--- config.mk ---
export PLATFORM = sky130hd
export DESIGN_NAME = alu_ctrl_stage
export DESIGN_NICKNAME = d
export VERILOG_FILES = /design/src/rtl/alu_ctrl_stage.sv
export SDC_FILE = /design/constraint.sdc
export NUM_CORES = 1
export LEC_CHECK = 0
export ABC_AREA = 1
export CAP_MARGIN = 20
export CORE_AREA = 2 2 128 130
export DETAILED_ROUTE_END_ITERATION = 12
export DIE_AREA = 0 0 130 132
export PLACE_DENSITY = 0.75
export SETUP_SLACK_MARGIN = 0.4
export SYNTH_ARGS = -nofsm -noshare
export SYNTH_HDL_FRONTEND = slang
export SYNTH_SLANG_ARGS = --single-unit
--- constraint.sdc ---
create_clock -name clk -period 1.6 [get_ports clk]
set_clock_uncertainty 0.15 [all_clocks]
set_input_delay 0.48 -clock clk [delete_from_list [all_inputs] [get_ports clk]]
set_output_delay 0.48 -clock clk [all_outputs]
set_load 0.05 [all_outputs]
--- src/rtl/alu_ctrl_stage.sv ---
// rtl/alu_ctrl_stage.sv - registered RV64I ALU-control decode stage with 2-entry skid buffer
//
// Decodes a 32-bit RV64I instruction into the 5-bit ALU function code and
// operand selects, and holds up to two decoded entries so that backpressure
// from execute never forms a combinational path back to in_ready.
//
// Ports:
//   clk, reset_n            core clock (rising edge), asynchronous active-low reset
//   flush                   synchronous discard of all buffered entries
//   in_valid/in_ready       upstream handshake (in_ready is a flop)
//   in_inst, in_pc          raw instruction and its PC
//   out_valid/out_ready     downstream handshake
//   out_alu_function        [4]=32-bit shamt range, [3]=SUB/SRA, [2:0]=group
//   out_op_a_sel            00 rs1, 01 pc, 10 zero
//   out_op_b_sel            0 rs2, 1 immediate
//   out_is_word             OP-32/OP-IMM-32 result is sign-extended from bit 31
//   out_illegal             instruction not decodable
//   out_pc                  forwarded in_pc
//
// Build option: define ALU_CTRL_STRICT_ENC_EN to flag reserved funct7 /
// shift-immediate encodings as illegal instead of ignoring those bits.

module alu_ctrl_stage #(
    parameter int XLEN       = 64,
    parameter int SKID_DEPTH = 2
) (
    input  logic            clk,
    input  logic            reset_n,
    input  logic            flush,
    input  logic            in_valid,
    output logic            in_ready,
    input  logic [31:0]     in_inst,
    input  logic [XLEN-1:0] in_pc,
    output logic            out_valid,
    input  logic            out_ready,
    output logic [4:0]      out_alu_function,
    output logic [1:0]      out_op_a_sel,
    output logic            out_op_b_sel,
    output logic            out_is_word,
    output logic            out_illegal,
    output logic [XLEN-1:0] out_pc
);

    localparam logic [1:0] DEPTH = SKID_DEPTH[1:0];

    localparam logic [6:0] OPC_OP        = 7'b0110011;
    localparam logic [6:0] OPC_OP_IMM    = 7'b0010011;
    localparam logic [6:0] OPC_OP_32     = 7'b0111011;
    localparam logic [6:0] OPC_OP_IMM_32 = 7'b0011011;
    localparam logic [6:0] OPC_LOAD      = 7'b0000011;
    localparam logic [6:0] OPC_STORE     = 7'b0100011;
    localparam logic [6:0] OPC_JALR      = 7'b1100111;
    localparam logic [6:0] OPC_AUIPC     = 7'b0010111;
    localparam logic [6:0] OPC_JAL       = 7'b1101111;
    localparam logic [6:0] OPC_LUI       = 7'b0110111;
    localparam logic [6:0] OPC_BRANCH    = 7'b1100011;

    typedef struct packed {
        logic [XLEN-1:0] pc;
        logic [4:0]      fn;
        logic [1:0]      a_sel;
        logic            b_sel;
        logic            is_word;
        logic            illegal;
    } entry_t;

    // ------------------------------------------------------------------
    // Combinational decode of the offered instruction
    // ------------------------------------------------------------------
    logic [6:0] opcode;
    logic [2:0] f3;
    logic [6:0] f7;
    logic       f3_sub_sra;   // funct3 000/101: inst[30] selects SUB/SRA
    logic       f3_shift;     // funct3 001/101: shift-immediate forms
    logic       f3_word_ok;   // funct3 legal for the *W opcodes

    assign opcode     = in_inst[6:0];
    assign f3         = in_inst[14:12];
    assign f7         = in_inst[31:25];
    assign f3_sub_sra = (f3 == 3'b000) || (f3 == 3'b101);
    assign f3_shift   = (f3 == 3'b001) || (f3 == 3'b101);
    assign f3_word_ok = (f3 == 3'b000) || (f3 == 3'b001) || (f3 == 3'b101);

    logic rr_rsvd;          // reserved OP/OP-32 funct7 use
    logic imm_shift_rsvd;   // reserved OP-IMM shift upper bits
    logic immw_shift_rsvd;  // reserved OP-IMM-32 shift upper bits

`ifdef ALU_CTRL_STRICT_ENC_EN
    logic f7_bad;
    assign f7_bad          = !((f7 == 7'b0000000) || (f7 == 7'b0100000));
    assign rr_rsvd         = f7_bad || ((f7 == 7'b0100000) && !f3_sub_sra);
    assign imm_shift_rsvd  = f3_shift &&
                             !((in_inst[31:26] == 6'b000000) || (in_inst[31:26] == 6'b010000));
    assign immw_shift_rsvd = f3_shift && (in_inst[25] || f7_bad);
`else
    assign rr_rsvd         = 1'b0;
    assign imm_shift_rsvd  = 1'b0;
    assign immw_shift_rsvd = 1'b0;
`endif

    // Fields only some build options look at.
    logic unused_decode_bits;
    assign unused_decode_bits = ^{f7, f3_shift, in_inst[29:15], in_inst[11:7]};

    entry_t dec;
    logic   dec_ill;

    always_comb begin
        dec     = '0;
        dec.pc  = in_pc;
        dec_ill = 1'b0;
        case (opcode)
            OPC_OP: begin
                dec.fn  = {1'b0, f3_sub_sra & in_inst[30], f3};
                dec_ill = rr_rsvd;
            end
            OPC_OP_IMM: begin
                dec.fn    = {1'b0, (f3 == 3'b101) & in_inst[30], f3};
                dec.b_sel = 1'b1;
                dec_ill   = imm_shift_rsvd;
            end
            OPC_OP_32: begin
                dec.fn      = {1'b1, f3_sub_sra & in_inst[30], f3};
                dec.is_word = 1'b1;
                dec_ill     = !f3_word_ok || rr_rsvd;
            end
            OPC_OP_IMM_32: begin
                dec.fn      = {1'b1, (f3 == 3'b101) & in_inst[30], f3};
                dec.b_sel   = 1'b1;
                dec.is_word = 1'b1;
                dec_ill     = !f3_word_ok || immw_shift_rsvd;
            end
            OPC_LOAD, OPC_STORE, OPC_JALR: begin
                dec.b_sel = 1'b1;
            end
            OPC_AUIPC, OPC_JAL: begin
                dec.a_sel = 2'b01;
                dec.b_sel = 1'b1;
            end
            OPC_LUI: begin
                dec.a_sel = 2'b10;
                dec.b_sel = 1'b1;
            end
            OPC_BRANCH: begin
                case (f3[2:1])
                    2'b00:   dec.fn = 5'b01000;
                    2'b10:   dec.fn = 5'b00010;
                    2'b11:   dec.fn = 5'b00011;
                    default: dec_ill = 1'b1;
                endcase
            end
            // Also covers every opcode with inst[1:0] != 2'b11.
            default: dec_ill = 1'b1;
        endcase

        if (dec_ill) begin
            dec.fn      = 5'b00000;
            dec.a_sel   = 2'b00;
            dec.b_sel   = 1'b0;
            dec.is_word = 1'b0;
        end
        dec.illegal = dec_ill;
    end

    // ------------------------------------------------------------------
    // Two-entry shift FIFO; ent0 is the head and drives the outputs.
    // ------------------------------------------------------------------
    entry_t     ent0_q, ent0_d;
    entry_t     ent1_q, ent1_d;
    logic [1:0] count_q, count_d;
    logic       in_ready_q, in_ready_d;

    logic push;
    logic pop;

    assign push = in_valid && in_ready_q;
    assign pop  = (count_q != 2'd0) && out_ready;

    always_comb begin
        ent0_d  = ent0_q;
        ent1_d  = ent1_q;
        count_d = count_q;
        if (flush) begin
            count_d = 2'd0;
        end else begin
            case (count_q)
                2'd0: begin
                    if (push) begin
                        ent0_d  = dec;
                        count_d = 2'd1;
                    end
                end
                2'd1: begin
                    if (push && pop) begin
                        ent0_d = dec;
                    end else if (push) begin
                        ent1_d  = dec;
                        count_d = 2'd2;
                    end else if (pop) begin
                        count_d = 2'd0;
                    end
                end
                default: begin
                    // in_ready is low when full, so only a pop can happen here.
                    if (pop) begin
                        ent0_d  = ent1_q;
                        count_d = 2'd1;
                    end
                end
            endcase
        end
        in_ready_d = count_d < DEPTH;
    end

    always_ff @(posedge clk or negedge reset_n) begin
        if (!reset_n) begin
            ent0_q     <= '0;
            ent1_q     <= '0;
            count_q    <= 2'd0;
            in_ready_q <= 1'b1;
        end else begin
            ent0_q     <= ent0_d;
            ent1_q     <= ent1_d;
            count_q    <= count_d;
            in_ready_q <= in_ready_d;
        end
    end

    assign in_ready         = in_ready_q;
    assign out_valid        = count_q != 2'd0;
    assign out_alu_function = ent0_q.fn;
    assign out_op_a_sel     = ent0_q.a_sel;
    assign out_op_b_sel     = ent0_q.b_sel;
    assign out_is_word      = ent0_q.is_word;
    assign out_illegal      = ent0_q.illegal;
    assign out_pc           = ent0_q.pc;

endmodule

==> metrics.md, run 1 <==
| Metric | Value |
|---|---|
| #FFs+latches synth | between 150 and 200 |
| Period utilization | 120% |
| GRT Residual Overflow | 0 |
| RR Startpoint | in_ready$_DFF_PN1_ |
| Hold endpoint | count_q[1]$_DFF_PN0_ |
| MaxCap Viol Count | 0 |
| Vias in the first global route | 7027 |
| Leak | 6.50 nW |
| R2R Path End | out_pc[36]$_DFFE_PN0P_ |
| Worst Hold Launch | out_ready |
| Maximum vdd drop | a little over 0.8 mV |
| Fin. max-slew vios | 0 |
| Layout cells sized above 1 | 54.7% |
| Worst EP required | 1790 ps |
| Synth Net Count | roughly 920 |
| TritonCTS buffer count | 17 |
| Initial antenna violation count | 4 |
| 1st-pass router iterations | 5 |
| Setup TNS | -30810 ps |
| GRT Total Usage | 27.7% |
| Reg2Reg Setup Slack | -320 ps |
| Die area | 17200 um2 |
| Setup violation total in the final timing report | ~220 |
| CP max FO | 7 |
| P&R area growth vs syn | 101% |
| Wirelength per Cell | 20.4 um |
| Seq/Total Area, Yosys | 55.8% |
| Cell taking the most area after synthesis | dfrtp_1 |
| Die span in x | between 100 and 150 um |
| Detailed Route WL | about 28000 um |
| Share of the synthesized area in the top cell type | between 50% and 60% |
| Post-Synth XOR/XNOR Area | 0% |
| Clk sinks | 151 |
| Violated checks | negative setup slack |
| H-tree Lvls | 4 |
| Die H | between 100 and 150 um |
| Met3 WL | 1550 um |
| Post-synth design cell area | between 6000 and 7000 um2 |
| Warnings from Yosys | 0 |
| Core box area | around 16000 um2 |
| Vias | 7329 |
| Final GP Congestion | 0.853 |
| Largest family of logic cells by synthesized area | simple AND/OR/NAND/NOR gates |
| Fin crit period | about 1900 ps |
| Hold crit path type | in -> reg |
| Synth Area in Simple Gates | 18.3% |
| Worst-Skew Late Latency | 420 ps |
| Synth cell types | 27 |
| Clock Tree Root | clkbuf_16 |
| Worst setup margin | -319 ps |
| DR WL met2 | about 15000 um |
| 1st-iter DRT viols | 448 |
| Final Hold Vio Count | 0 |
| Most common cell after layout, fill and taps aside | nand2_1 |
| HPWL Detailed | 11200 um |
| Reg2reg path depth | 7 |
| Largest net degree at the start of global routing | 39 |
| Site Rows | 46 |
| Mux cell area share after synthesis | 0% |
| Drt drc | 0 |
| Clk buf depth | 2 |
| Inst Count DP | approximately 1200 |
| Post-Layout Cell Count | 1356 |
| Cells after synthesis | between 800 and 900 |
| Startpoint class of the critical path | flop |
| Status | complete, but fails checks |
| Synth top area cells | dfrtp_1 (55%), nand2_1 (14%), o21ai_0 (12%), inv_1 (4.4%), o21ai_1 (3.7%) |
| Most frequent cells in the layout | nand2_1 (127), buf_12 (103), o21ai_2 (91), buf_4 (88) |
| Relative slew slack | roughly 73% |
| Crit path DAT | approximately 2100 ps |
| Post-layout nets | 1225 |
| Max Used Layer | met4 |
| CTS tree | built |
| Antenna Nets Post-Route | 0 |
| Power Density | between 1000 and 1500 nW/um2 |
| Vias per inst | about 5.4 |
| Adder-cell area share of the yosys netlist | 0% |
| Io pins | ~180 |
| Critical setup path kind | reg -> reg |
| Hold path cells | 3 |
| RSZ-0062 raised after global routing | true |
| Syn Area/Cell | about 8 um2 |
| Clock transition at path regs | ~60 ps |
| Routed met1 length | approximately 10000 um |
| Critical Path Sink Type | flop |
| Compound-Gate Fraction of Synth Area | 16.8% |
| Tightest Pin Transition | between 300 and 400 ps |
| First-pass GRT wire length | around 37000 um |
| Worst hold slack | between 200 and 300 ps |
| Buffers added on ports | 155 |
| Max Freq | approximately 520 MHz |
| Initial Utilization | 43.1% |
## critical path: stages (launching register included)
cell,delay (ps)
dfstp_2,570
nand2_4,90
o21ai_4,200
nand3_4,210
buf_12,210
buf_12,120
buf_16,140
o21ai_2,150
## through the flow
| stage | worst slack (ps) | util, % | instance area, um2 | power [mW] |
|---|---|---|---|---|
| finish | -319 | 86.5 | 13600 | 16.2 |
| global route | -323 | 86.5 | 13600 | 16.7 |
| detailed placement | -657 | 61.4 | 9650 | 9.67 |
| global placement | -571 | 61.4 | 9650 | 9.54 |
| floorplan | -181 | - | 6920 | 7.31 |
| CTS | -286 | 76.9 | 12100 | 14.7 |
## power by group
group	internal [mW]	switching [mW]	total, mW
Combinational	3.26	3.11	6.37
Clock	2.58	1.62	4.20
Sequential	4.70	0.885	5.58
## cell type report
| type | instances | area, um2 |
|---|---|---|
| timing repair buffer | 328 | 4810 |
| sequential | 151 | 3870 |
| multi-input combinational | 540 | 3670 |
| fill | 684 | 2120 |
| clock buffer | 24 | 482 |
| inverter | 86 | 353 |
| tap | 216 | 270 |
| clock inverter | 8 | 123 |
| antenna | 3 | 7.51 |
## synthesized netlist by cell type
library cell / number
nor2_2: 4
inv_1: 80
o21ai_0: 158
nand3_2: 2
or2_0: 2
nor2_4: 1
inv_2: 4
buf_6: 10
buf_4: 5
nand2_1: 254
a31oi_1: 2
nor4_1: 1
a21oi_1: 13
dfrtp_1: 150
buf_2: 12
buf_1: 1
nor2_1: 31
o22ai_1: 1
o211ai_1: 1
nand3_1: 13
nand4_1: 1
clkinv_1: 2
o21a_1: 1
dfstp_2: 1
o21ai_1: 50
clkbuf_1: 19
nand2_2: 4
## worst max path at each step
| stage | startpoint | endpoint | slack, ps | cells past startpoint |
|---|---|---|---|---|
| floorplan | in_ready$_DFF_PN1_ | out_op_a_sel[1]$_DFFE_PN0P_ | -180 | 7 |
| global placement | in_inst[4] | out_op_b_sel$_DFFE_PN0P_ | -570 | 10 |
| detailed placement | out_ready | out_pc[34]$_DFFE_PN0P_ | -660 | 7 |
| CTS | count_q[1]$_DFF_PN0_ | out_valid | -290 | 4 |
| global route | count_q[0]$_DFFE_PN0P_ | out_valid | -320 | 4 |
| finish | in_ready$_DFF_PN1_ | out_pc[36]$_DFFE_PN0P_ | -320 | 7 |
## registers in the layout, summed over array words and instances (netlist names)
name	cells
out_illegal	1
out_is_word	1
out_alu_function	5
in_ready	1
out_op_a_sel	2
count_q	2
out_op_b_sel	1
ent1_q	74
out_pc	64
## repair_timing
action	CTS	global route
hold buffers	1	0
setup endpoints to repair	227	299
setup buffers	43	50
endpoints found under the hold margin	19	0
pin swaps	18	16
resized for setup	223	282
gates cloned	32	6
## kinds of logic (layout without fill, tap and decap cells)
group,after synthesis,in the layout
compound gates,226,226
other cells,0,3
flops,151,151
simple gates,313,314
buf+inv,133,446
## layer usage
metal	global-route usage (%)	vias up
met3	5.24	122
li1	-	3256
met1	34.1	3575
met2	46.2	376
met4	14.3	0
met5	0	-
Power figures use the tool's default switching activity.
==> run 2, diff against run 1 <==
--- a/config.mk
+++ b/config.mk
@@ -15,3 +15,4 @@
 export SYNTH_ARGS = -nofsm -noshare
 export SYNTH_HDL_FRONTEND = slang
 export SYNTH_SLANG_ARGS = --single-unit
+export TNS_END_PERCENT = 100
==> results of run 2 <==
No change in the layout: final DEF, timing and power equal those of run 1.
